**config.mk**
```make
export PLATFORM = sky130hd
export DESIGN_NAME = router_fsm
export DESIGN_NICKNAME = d
export VERILOG_FILES = /design/src/rtl/router_fsm.sv
export SDC_FILE = /design/constraint.sdc
export NUM_CORES = 1
export LEC_CHECK = 0
export CORE_AREA = 3 3 40 42
export CTS_CLUSTER_SIZE = 20
export DETAILED_ROUTE_END_ITERATION = 8
export DIE_AREA = 0 0 43 45
export DONT_BUFFER_PORTS = 1
export PLACE_DENSITY = 0.51
export SYNTH_ARGS = -nofsm -noshare
export SYNTH_HDL_FRONTEND = slang
export SYNTH_SLANG_ARGS = --single-unit
```
**constraint.sdc**
```tcl
create_clock -name clk -period 2.02 [get_ports clk]
set_clock_uncertainty 0.1 [all_clocks]
set_input_delay 0.404 -clock clk [delete_from_list [all_inputs] [get_ports clk]]
set_output_delay 0.404 -clock clk [all_outputs]
set_load 0.01 [all_outputs]
```
**src/rtl/router_fsm.sv**
```systemverilog
// Packet-control FSM for the 1x3 router: decodes the header address, sequences
// header/payload/parity loads and stalls the source on FIFO full or not-empty.
module router_fsm (
    input  logic       clk,
    input  logic       resetn,
    input  logic       pkt_valid,
    input  logic [1:0] data_in,
    input  logic       fifo_full,
    input  logic       fifo_empty_0,
    input  logic       fifo_empty_1,
    input  logic       fifo_empty_2,
    input  logic       soft_reset_0,
    input  logic       soft_reset_1,
    input  logic       soft_reset_2,
    input  logic       parity_done,
    input  logic       low_pkt_valid,
    output logic       detect_add,
    output logic       lfd_state,
    output logic       ld_state,
    output logic       laf_state,
    output logic       full_state,
    output logic       rst_int_reg,
    output logic       write_enb_reg,
    output logic       busy
);

    typedef enum logic [2:0] {
        DECODE_ADDRESS     = 3'd0,
        LOAD_FIRST_DATA    = 3'd1,
        LOAD_DATA          = 3'd2,
        FIFO_FULL_STATE    = 3'd3,
        LOAD_AFTER_FULL    = 3'd4,
        LOAD_PARITY        = 3'd5,
        CHECK_PARITY_ERROR = 3'd6,
        WAIT_TILL_EMPTY    = 3'd7
    } state_t;

    state_t     state_q, state_d;
    logic [1:0] addr_q, addr_d;
    logic       sel_empty, sel_soft, live_empty;

    always_ff @(posedge clk) begin
        if (!resetn) begin
            state_q <= DECODE_ADDRESS;
            addr_q  <= '0;
        end else begin
            state_q <= state_d;
            addr_q  <= addr_d;
        end
    end

    always_comb begin
        addr_d = addr_q;
        if (state_q == DECODE_ADDRESS && pkt_valid)
            addr_d = data_in;
    end

    always_comb begin
        sel_empty = 1'b0;
        sel_soft  = 1'b0;
        case (addr_q)
            2'd0:    begin sel_empty = fifo_empty_0; sel_soft = soft_reset_0; end
            2'd1:    begin sel_empty = fifo_empty_1; sel_soft = soft_reset_1; end
            2'd2:    begin sel_empty = fifo_empty_2; sel_soft = soft_reset_2; end
            default: begin sel_empty = 1'b0;         sel_soft = 1'b0;         end
        endcase
    end

    // Header decode looks at the live address, since addr_q is only captured on this edge.
    always_comb begin
        live_empty = 1'b0;
        case (data_in)
            2'd0:    live_empty = fifo_empty_0;
            2'd1:    live_empty = fifo_empty_1;
            2'd2:    live_empty = fifo_empty_2;
            default: live_empty = 1'b0;
        endcase
    end

    always_comb begin
        state_d = state_q;
        if (state_q != DECODE_ADDRESS && sel_soft) begin
            state_d = DECODE_ADDRESS;
        end else begin
            case (state_q)
                DECODE_ADDRESS:
                    if (pkt_valid && data_in != 2'd3)
                        state_d = live_empty ? LOAD_FIRST_DATA : WAIT_TILL_EMPTY;
                WAIT_TILL_EMPTY:
                    if (sel_empty) state_d = LOAD_FIRST_DATA;
                LOAD_FIRST_DATA:
                    state_d = LOAD_DATA;
                LOAD_DATA:
                    if (fifo_full)       state_d = FIFO_FULL_STATE;
                    else if (!pkt_valid) state_d = LOAD_PARITY;
                FIFO_FULL_STATE:
                    if (!fifo_full) state_d = LOAD_AFTER_FULL;
                LOAD_AFTER_FULL:
                    if (parity_done)        state_d = DECODE_ADDRESS;
                    else if (low_pkt_valid) state_d = LOAD_PARITY;
                    else                    state_d = LOAD_DATA;
                LOAD_PARITY:
                    state_d = CHECK_PARITY_ERROR;
                CHECK_PARITY_ERROR:
                    state_d = fifo_full ? FIFO_FULL_STATE : DECODE_ADDRESS;
                default:
                    state_d = DECODE_ADDRESS;
            endcase
        end
    end

    always_comb begin
        detect_add    = (state_q == DECODE_ADDRESS);
        lfd_state     = (state_q == LOAD_FIRST_DATA);
        ld_state      = (state_q == LOAD_DATA);
        laf_state     = (state_q == LOAD_AFTER_FULL);
        full_state    = (state_q == FIFO_FULL_STATE);
        rst_int_reg   = (state_q == CHECK_PARITY_ERROR);
        write_enb_reg = (state_q == LOAD_DATA) || (state_q == LOAD_PARITY)
                     || (state_q == LOAD_AFTER_FULL);
        busy          = (state_q != DECODE_ADDRESS) && (state_q != LOAD_DATA);
    end

endmodule

```
* Word level (Yosys, flattened, before mapping)
Index checks and enable logic that the tools add are counted.
** Operators by class
- Mux-type cells :: 13
- Eq/ne operators :: 17
- Bitwise logic cells :: 1
- Reductions and logical operators :: 12
** Operators with widths (number)
- $mux 3 :: 8
- $pmux 3 s8 :: 1
- $eq 3x3->1 const B :: 4
- $pmux 1 s3 :: 3
- $eq 3x2->1 const B :: 2
- $ne 2x2->1 const B :: 3
- $eq 2x1->1 const B :: 2
- $eq 2x2->1 const B :: 2
- $logic_and 1x1->1 :: 4
- $logic_not 2->1 :: 2
- $reduce_and 4->1 :: 1
- $eq 3x1->1 const B :: 1
- $logic_not 3->1 :: 1
- $ne 3x2->1 const B :: 1
- $ne 3x3->1 const B :: 1
- $reduce_bool 3->1 :: 1
- $logic_or 1x1->1 :: 2
- $mux 2 :: 1
- $ne 2x1->1 const B :: 1
- $reduce_or 2->1 :: 1
- $not 1->1 :: 1
** Storage, ports and cells
- Register bits :: 5

* Longest topological paths before layout
Gate-level depths: netlist of run 1.
- Word-level depth :: 5
- Mapped depth :: 5
- Gate-level depth less buffers :: 4

* Worst setup path after synthesis of run 1
No wires, ideal clock.
- Path type :: reg2out
- From :: register state_q[1]
- To :: output port write_enb_reg
- Arrival :: 1149 ps
- Slack :: 367 ps
- Stages on the path, launching flop included :: 5
- Cell sequence :: dfxtp_1 buf_2 inv_2 nor3_1 a21o_1
** On the way
- Cells in the longest elaborated chain, start to end :: 3
- Elaborated cells on any way between the ends :: 5
** RTL lines
- start: declaration :: line 38 : state_t state_q, state_d;
- start signal: assignment :: line 47 : state_q <= state_d;
- $eq 3x2->1
- via ld_state :: line 19 : output logic ld_state,
- $logic_or 1x1->1 :: line 119 : write_enb_reg = (state_q == LOAD_DATA) || (state_q == LOAD_PARITY)
- $logic_or 1x1->1 :: line 120 : || (state_q == LOAD_AFTER_FULL);
- end: declaration :: line 23 : output logic write_enb_reg,
The timed path passes the listed nets, and every way through them passes these cells.

* Worst setup path after layout of run 1
- From :: register state_q[1]
- To :: output port full_state
** On the way
- Cells in the longest elaborated chain, start to end :: 1
** RTL lines
- $eq 3x2->1 :: line 117 : full_state = (state_q == FIFO_FULL_STATE);
- end: declaration :: line 21 : output logic full_state,
Every way passes these cells.

==> impl_metrics.json, run 1 <==
{
  "outcome": "finished, final reports clean",
  "area_delta_synth_final_pct": 11.1,
  "relSlewSlack": 0.682,
  "die_w_um": 43,
  "arrival_ps": 1320,
  "async_reset_ff_frac": 0,
  "syn_area_sq_um": 450,
  "cp_cell_sequence": "inv_2 -> nor3b_1",
  "antenna_cells": 0,
  "muxShareOfSynthArea": 0.103,
  "fin_crit_ps": 1830,
  "hpwl_um": 804,
  "ys.flop_type": "dfxtp_1",
  "fill_cells": 136,
  "avgViaCountPerCell": 5.62,
  "cts_setup_buffers": 0,
  "grtUsageTotal": 0.107,
  "first_iter_violations": 9,
  "dr.pass1.iters": 4,
  "fin_total_pwr_mw": 0.721,
  "port-buffer-count": 0,
  "wirelength_um": 996,
  "synth-edff-count": 0,
  "grt_pass1_wl_um": 1590,
  "synth_area_leaders": "dfxtp_1 22%, nand2_1 5.8%, a21boi_0 5.0%",
  "place_congestion": 0.719,
  "multiInputGateArea_sq_um": 325,
  "row_count": 13,
  "fin_nets": 77,
  "startpoint_type": "flop",
  "vias": 433,
  "timing.fmax_mhz": 547,
  "root_buffer": "clkbuf_4",
  "clk_latency_ps": 230,
  "cts_max_level": 1,
  "synthCells": 59,
  "grt_max_degree": 16,
  "fin_tns_setup_ps": 0,
  "cts_inserted_buffers": 3,
  "syn_avg_cell_area_sq_um": 7.63,
  "crit_required_ps": 1520,
  "num_io_pins": 22,
  "yosys_warnings": 0,
  "drive_above_1_share": 0.194,
  "synth_top_family_by_area": "simple AND/OR/NAND/NOR gates",
  "slowest_stage": "dfxtp_1",
  "ir_drop_uv": 632,
  "synth_common_cells": "7 x nand2_1, 5 x dfxtp_1, 4 x nand3_1, 4 x nor2_1",
  "synth_top_cell_area_share": 0.222,
  "worst_pin_slew_ps": 476,
  "slew_viol_final": 0,
  "synth_most_common_cell": "nand2_1",
  "initial_core_util": 0.351,
  "ys_seq_area_frac": 0.222,
  "register_area_sq_um": 100,
  "cts_tree": "built",
  "final-setup-viol-count": 0,
  "crit_path_max_incr_delay_ps": 550,
  "die_y_um": 45,
  "wire_per_inst_um": 12.9,
  "cts_buffer_depth": 2,
  "antenna_found_initial": 0,
  "rsz0062_at_grt": "no",
  "power_leakage_nw": 0.190,
  "synth-seq-cells": 5,
  "worst-setup-path-type": "reg -> out",
  "crit_path_max_fanout": 11,
  "hold_viol_final": 0,
  "synth_top_area_cell": "dfxtp_1",
  "cp-end-kind": "primary output",
  "remaining_drc_errors": 0,
  "die_area_sq_um": 1940,
  "clk_pin_slew_ps": 40,
  "synthAdderAreaFrac": 0,
  "power.density_nw_per_um2": 1440,
  "clock_sinks": 5,
  "hold_ws_ps": 223,
  "hp-class": "in -> reg",
  "synth-simple-area-share": 0.319,
  "overflow": 0,
  "grt_pass1_vias": 381,
  "postRouteAntennaNets": 0,
  "drv_cap": 0,
  "syn_nets": 73,
  "synth_compound_area_frac": 0.269,
  "synthXorXnorAreaFrac": 0.0194,
  "yosysUniqueCellTypes": 32,
  "finalCritPeriodShare": 0.905,
  "coreArea_sq_um": 1280
}
[kinds of logic (layout without fill, tap and decap cells)]
group                  Yosys count  in the layout
AO/OA/AOI/OAI                   16             16
XOR/XNOR                         1              1
buffers and inverters            7             10
flip-flops                       5              5
multiplexers                     4              4
AND/OR/NAND/NOR                 26             26
[cells in the final DEF (no fill, tap or decap), types with 3 or more instances in the layout]
cell type / n
a21boi_0: 3
clkbuf_4: 3
dfxtp_1: 5
inv_1: 3
nand2_1: 7
nand3_1: 4
nor2_1: 4
nor3b_1: 3
[critical path: cells and delay by family (launching register included)]
kind                   cells  cell delay (ps)
and+or+nand+nor            1              420
buffers and inverters      1              120
DFF                        1              550
[stage by stage]
| stage | instances | setup slack (ps) | utilization | instance area [sq um] |
|---|---|---|---|---|
| detailed placement | 73 | 408 | 0.365 | 469 |
| floorplan | 59 | 367 | - | 450 |
| global route | 77 | 116 | 0.389 | 500 |
| CTS | 77 | 144 | 0.386 | 495 |
| finish | 77 | 192 | 0.389 | 500 |
| global placement | 73 | 426 | 0.365 | 469 |
[final cells by class]
cell class / count / area share
Clock buffer: 4 / 0.0525
Inverter: 4 / 0.0300
Multi-Input combinational cell: 47 / 0.650
Sequential cell: 5 / 0.200
Tap cell: 15 / 0.0375
Timing Repair Buffer: 2 / 0.0300
[report_power, final]
group	total [mW]	internal (mW)	switching [mW]	leakage [nW]
Combinational	0.384	0.189	0.195	0.134
Sequential	0.229	0.134	0.0951	0.0410
Clock	0.109	0.0743	0.0343	0.0150
[final timing paths]
| kind | start | to | slack (ps) | cells past startpoint |
|---|---|---|---|---|
| worst max register to register | state_q[1] | state_q[2] | 420 | 4 |
| worst min-delay path | resetn | addr_q[0] | 220 | 1 |
| worst max-delay path | state_q[1] | full_state | 190 | 2 |
| worst min register to register | addr_q[0] | addr_q[0] | 430 | 2 |
[state kept, by name (all words and copies together), names as in the netlist]
register / cells
state_q: 3
addr_q: 2
[what timing repair did]
item                       4_1_cts  5_1_grt
hold buffers                     0        0
gates resized for setup          0        1
setup endpoints to repair        0        2
[per-layer routing]
layer,routed length (um),vias up,GRT usage
li1,-,224,-
met1,460,192,0.147
met2,425,17,0.159
met3,109,0,0.0199
met4,0,0,0.0542
met5,0,-,0
(Power assumes the default switching activity.)
==> run 2: changes to the inputs <==
--- a/config.mk
+++ b/config.mk
@@ -10,7 +10,9 @@
 export DETAILED_ROUTE_END_ITERATION = 8
 export DIE_AREA = 0 0 43 45
 export DONT_BUFFER_PORTS = 1
-export PLACE_DENSITY = 0.51
+export MAX_ROUTING_LAYER = met4
+export PLACE_DENSITY = 0.52
+export SLEW_MARGIN = 20
 export SYNTH_ARGS = -nofsm -noshare
 export SYNTH_HDL_FRONTEND = slang
 export SYNTH_SLANG_ARGS = --single-unit
==> constraint.sdc (replaced) <==
create_clock -name clk -period 1.6 [get_ports clk]
set_clock_uncertainty 0.1 [all_clocks]
set_input_delay 0.32 -clock clk [delete_from_list [all_inputs] [get_ports clk]]
set_output_delay 0.32 -clock clk [all_outputs]
set_load 0.01 [all_outputs]
==> run 2 against run 1 <==
Utilization grew 4.6 points. Combinational power grew 59%. Critical path type unchanged. Total power grew 42%. Critical path depth grew 1. First-iteration DRC count shrank 22%. Routed wire length grew 12%. Final area grew 12%. Non-clock buffer count grew 4.
==> impl_metrics.json, run 2 (synthesis gave the netlist of run 1 again) <==
{
  "clk_latency_ps": 240,
  "final-setup-viol-count": 0,
  "antenna_cells": 0,
  "finalCritPeriodShare": 0.956,
  "worst_pin_slew_ps": 279,
  "rsz0062_at_grt": "no",
  "relSlewSlack": 0.811,
  "clockPowerShare": 0.139,
  "slew_viol_final": 0,
  "hp-class": "in -> reg",
  "avgViaCountPerCell": 5.37,
  "power_leakage_nw": 0.224,
  "cts_setup_buffers": 0,
  "remaining_drc_errors": 0,
  "place_congestion": 0.716,
  "crit_path_max_incr_delay_ps": 350,
  "r2r-end": "state_q[2]",
  "arrival_ps": 1110,
  "crit_path_max_fanout": 10,
  "hold_end": "addr_q[0]",
  "p_int_mw": 0.576,
  "wire_per_inst_um": 13.7,
  "area_delta_synth_final_pct": 24.2,
  "fin_total_pwr_mw": 1.02,
  "switchingPower_mw": 0.448,
  "hold_depth": 1,
  "antenna_found_initial": 0,
  "cpMostUsedCell": "buf_4",
  "final_common_cell": "nand2_1",
  "root_buffer": "clkbuf_4",
  "die_area_sq_um": 1940,
  "fin_crit_ps": 1530,
  "cts_tree": "built",
  "die_w_um": 43,
  "reg2reg_slack_ps": 100,
  "coreArea_sq_um": 1280,
  "startpoint_type": "flop",
  "switching_share": 0.437,
  "die_y_um": 45,
  "hold_viol_final": 0,
  "num_io_pins": 22,
  "power_frac_seq": 0.263,
  "grt_pass1_wl_um": 1910,
  "initial_core_util": 0.351,
  "hpwl_um": 896,
  "power.density_nw_per_um2": 1830,
  "r2r-start": "addr_q[0]",
  "timing.fmax_mhz": 653,
  "vias": 435,
  "drive_above_1_share": 0.348,
  "grt_max_degree": 11,
  "row_count": 13,
  "postRouteAntennaNets": 0,
  "clock_sinks": 5,
  "cts_buffer_depth": 2,
  "grtUsageTotal": 0.134,
  "ff2ff_path_depth": 4,
  "cp_cell_sequence": "buf_4 -> nor3b_2 -> buf_4",
  "overflow": 0,
  "power.share.combinational": 0.598,
  "hold_start": "resetn",
  "wirelength_um": 1110,
  "clk_pin_slew_ps": 40,
  "grt_pass1_vias": 454,
  "drv_cap": 0,
  "ir_drop_uv": 846,
  "reg.largest.list": "state_q: 3 flops, addr_q: 2 flops",
  "fin_nets": 81,
  "slowest_stage": "dfxtp_2",
  "crit_required_ps": 1180,
  "cts_inserted_buffers": 3,
  "outcome": "finished, final reports clean",
  "hold_ws_ps": 131,
  "largest_reg_flops": 3,
  "worst-setup-path-type": "reg -> out",
  "dr.pass1.iters": 3,
  "cp-end-kind": "primary output",
  "cts_max_level": 1,
  "first_iter_violations": 7,
  "largest-register": "state_q",
  "port-buffer-count": 0,
  "mostFrequentLayoutCells": "7 x nand2_1, 6 x buf_4, 4 x nor2_1, 4 x nand3_1"
}
-- run 2: cell count changes in the layout (fill, tap and decap cells not counted) --
| cell | delta |
|---|---|
| dfxtp_2 | +3 |
| nor3_2 | -1 |
| nor3b_1 | -3 |
| dfxtp_4 | +1 |
| nor3b_2 | +3 |
| buf_4 | +4 |
| nor3_4 | +1 |
| dfxtp_1 | -4 |
-- run 2: routing by layer --
layer	track usage	up-vias	wire, um
met5	-	-	0
met4	0.0542	0	0
met3	0.0359	0	40
met2	0.225	8	563
met1	0.152	193	508
li1	-	234	-
-- run 2: power by group through the flow --
stage,logic [mW],registers [mW],clock network [mW]
finish,0.612,0.270,0.142
global route,0.684,0.277,0.162
CTS,0.587,0.250,0.152
detailed placement,0.578,0.248,0
global placement,0.574,0.245,0
floorplan,0.459,0.206,0
-- run 2: how the worst max path moves through the flow --
stage | from | to | cells past startpoint | slack (ps)
6_report | state_q[2] | full_state | 3 | 70
5_1_grt | state_q[2] | full_state | 3 | 10
4_1_cts | state_q[0] | lfd_state | 2 | -90
3_5_place_dp | addr_q[0] | state_q[2] | 4 | 50
3_3_place_gp | addr_q[0] | state_q[2] | 4 | 50
2_1_floorplan | state_q[1] | write_enb_reg | 4 | 30
-- run 2: repair_timing --
action / CTS / global route
resized for setup: 2 / 8
endpoints found under the setup margin: 6 / 9
hold endpoints to repair: 0 / 0
hold buffers: 0 / 0
-- run 2: layout make-up --
type	instances	area, sq um
timing repair buffer	6	45.0
sequential	5	108
clock buffer	4	26.3
fill	142	726
multi-input combinational	47	347
inverter	4	15.0
tap	15	18.8
-- run 2: critical path, delay by kind of cell (launching register included) --
| kind | cells | cell delay, ps |
|---|---|---|
| flip-flops | 1 | 350 |
| buffers and inverters | 2 | 330 |
| AND/OR/NAND/NOR | 1 | 200 |
-- run 2: per-stage QoR --
stage | TNS, ps | instance area, sq um | util | worst slack (ps) | cells
after floorplan | 0 | 450 | - | 31.0 | 59
after global placement | 0 | 499 | 0.389 | 48.2 | 77
after detailed placement | 0 | 499 | 0.389 | 48.4 | 77
after CTS | -257 | 532 | 0.414 | -87.8 | 81
after global routing | 0 | 559 | 0.435 | 12.1 | 81
final | 0 | 559 | 0.435 | 69.6 | 81
==> run 3: changes to the inputs <==
--- a/config.mk
+++ b/config.mk
@@ -10,6 +10,7 @@
 export DETAILED_ROUTE_END_ITERATION = 8
 export DIE_AREA = 0 0 43 45
 export DONT_BUFFER_PORTS = 1
+export HOLD_SLACK_MARGIN = 0.15
 export MAX_ROUTING_LAYER = met4
 export PLACE_DENSITY = 0.52
 export SLEW_MARGIN = 20
==> run 3 against run 2 <==
Final cell count increased by 4.9%. Hold slack improved by 24 ps. Global-route usage increased by 0.86 points. First-iteration DRC count decreased by 57%. Combinational power increased by 1%. Routed wire length increased by 3.1%. Fmax about the same. Setup slack improved by 0.54 ps. Via count increased by 2.1%. Critical endpoint unchanged.
==> impl_metrics.json, run 3 (synthesis gave the netlist of run 1 again) <==
{
  "hpwl_um": 896,
  "grt_pass1_wl_um": 2040,
  "rsz0062_at_grt": "no",
  "cts_inserted_buffers": 3,
  "relSlewSlack": 0.813,
  "grt_pass1_vias": 481,
  "largest_reg_flops": 3,
  "mostFrequentLayoutCells": "7 x nand2_1, 6 x buf_4, 4 x nor2_1, 4 x nand3_1, 4 x dlygate4sd3_1",
  "cp_num_buf_inv": 2,
  "ff2ff_path_depth": 4,
  "drv_cap": 0,
  "initial_core_util": 0.351,
  "first_iter_violations": 3,
  "cp_top_family": "flip-flops",
  "clock_sinks": 5,
  "fin_tns_setup_ps": 0,
  "coreArea_sq_um": 1280,
  "area_delta_synth_final_pct": 33.1,
  "die_w_um": 43,
  "worst-setup-path-type": "reg -> out",
  "die_area_sq_um": 1940,
  "dr.pass1.iters": 2,
  "finalCritPeriodShare": 0.956,
  "crit_required_ps": 1180,
  "final-setup-viol-count": 0,
  "cts_buffer_depth": 2,
  "largest-register": "state_q",
  "grt_max_degree": 11,
  "grtUsageTotal": 0.142,
  "clk_pin_slew_ps": 40,
  "antenna_cells": 0,
  "cpMostUsedCell": "buf_4",
  "vias": 444,
  "wirelength_um": 1150,
  "final_common_cell": "nand2_1",
  "cts_max_level": 1,
  "ir_drop_uv": 846,
  "slowest_stage": "dfxtp_2",
  "hold_depth": 2,
  "row_count": 13,
  "overflow": 0,
  "avgViaCountPerCell": 5.22,
  "arrival_ps": 1110,
  "root_buffer": "clkbuf_4",
  "slew_viol_final": 0,
  "startpoint_type": "flop",
  "hold_viol_final": 0,
  "num_io_pins": 22,
  "fin_nets": 85,
  "power_leakage_nw": 0.241,
  "crit_path_max_incr_delay_ps": 350,
  "worst_pin_slew_ps": 277,
  "die_y_um": 45,
  "crit_path_max_fanout": 10,
  "timing.fmax_mhz": 654,
  "path_depth": 3,
  "antenna_found_initial": 0,
  "fin_crit_ps": 1530,
  "cts_setup_buffers": 0,
  "hold_ws_ps": 154,
  "cp-end-kind": "primary output",
  "postRouteAntennaNets": 0,
  "remaining_drc_errors": 0,
  "clk_latency_ps": 240,
  "place_congestion": 0.716,
  "outcome": "finished, final reports clean",
  "port-buffer-count": 0,
  "wire_per_inst_um": 13.5,
  "hp-class": "in -> reg",
  "cts_tree": "built",
  "drive_above_1_share": 0.329,
  "cp_cell_sequence": "buf_4 -> nor3b_2 -> buf_4",
  "power.density_nw_per_um2": 1720,
  "reg.largest.list": "state_q: 3 flops, addr_q: 2 flops"
}
## run 3: worst paths after layout
check	start	slack [ps]	end
max	state_q[2]	70	full_state
min reg2reg	addr_q[0]	410	addr_q[0]
min	pkt_valid	150	addr_q[0]
max reg2reg	addr_q[0]	100	state_q[2]
## run 3: metal layers
layer  wire length [um]  up-vias  track usage  share of wire
met2                579        8        0.237           0.50
met3                 39        0       0.0359          0.034
met5                  0        -            -              0
li1                   -      240            -              -
met4                  0        0       0.0542              0
met1                528      196        0.166           0.46
## run 3: stage by stage
step                cell area [sq um]  cells  utilization  setup WS [ps]  power, mW
floorplan                         450     59            -           31.0      0.665
global placement                  499     77        0.389           48.2      0.820
detailed placement                499     77        0.389           48.4      0.826
CTS                               572     85        0.445          -87.8      0.997
global route                      599     85        0.466           12.1       1.13
finish                            599     85        0.466           70.2       1.03
## run 3: cell type report
cell class | instances | area [sq um]
repair buffers | 10 | 85.1
inverters | 4 | 15.0
fillers | 139 | 686
flip-flops and latches | 5 | 108
well taps | 15 | 18.8
multi-input cells | 47 | 347
clock buffers | 4 | 26.3
## run 3: where the power goes
| part | internal [mW] | leakage, nW | switching [mW] |
|---|---|---|---|
| Clock | 0.0941 | 0.0150 | 0.0482 |
| Combinational | 0.307 | 0.183 | 0.313 |
| Sequential | 0.182 | 0.0429 | 0.0892 |
| Total | 0.583 | 0.241 | 0.450 |
## run 3: repair_timing
item / 4_1_cts / 5_1_grt
hold buffers: 4 / 0
gates resized for setup: 2 / 8
setup endpoints to repair: 6 / 9
endpoints found under the hold margin: 2 / 0
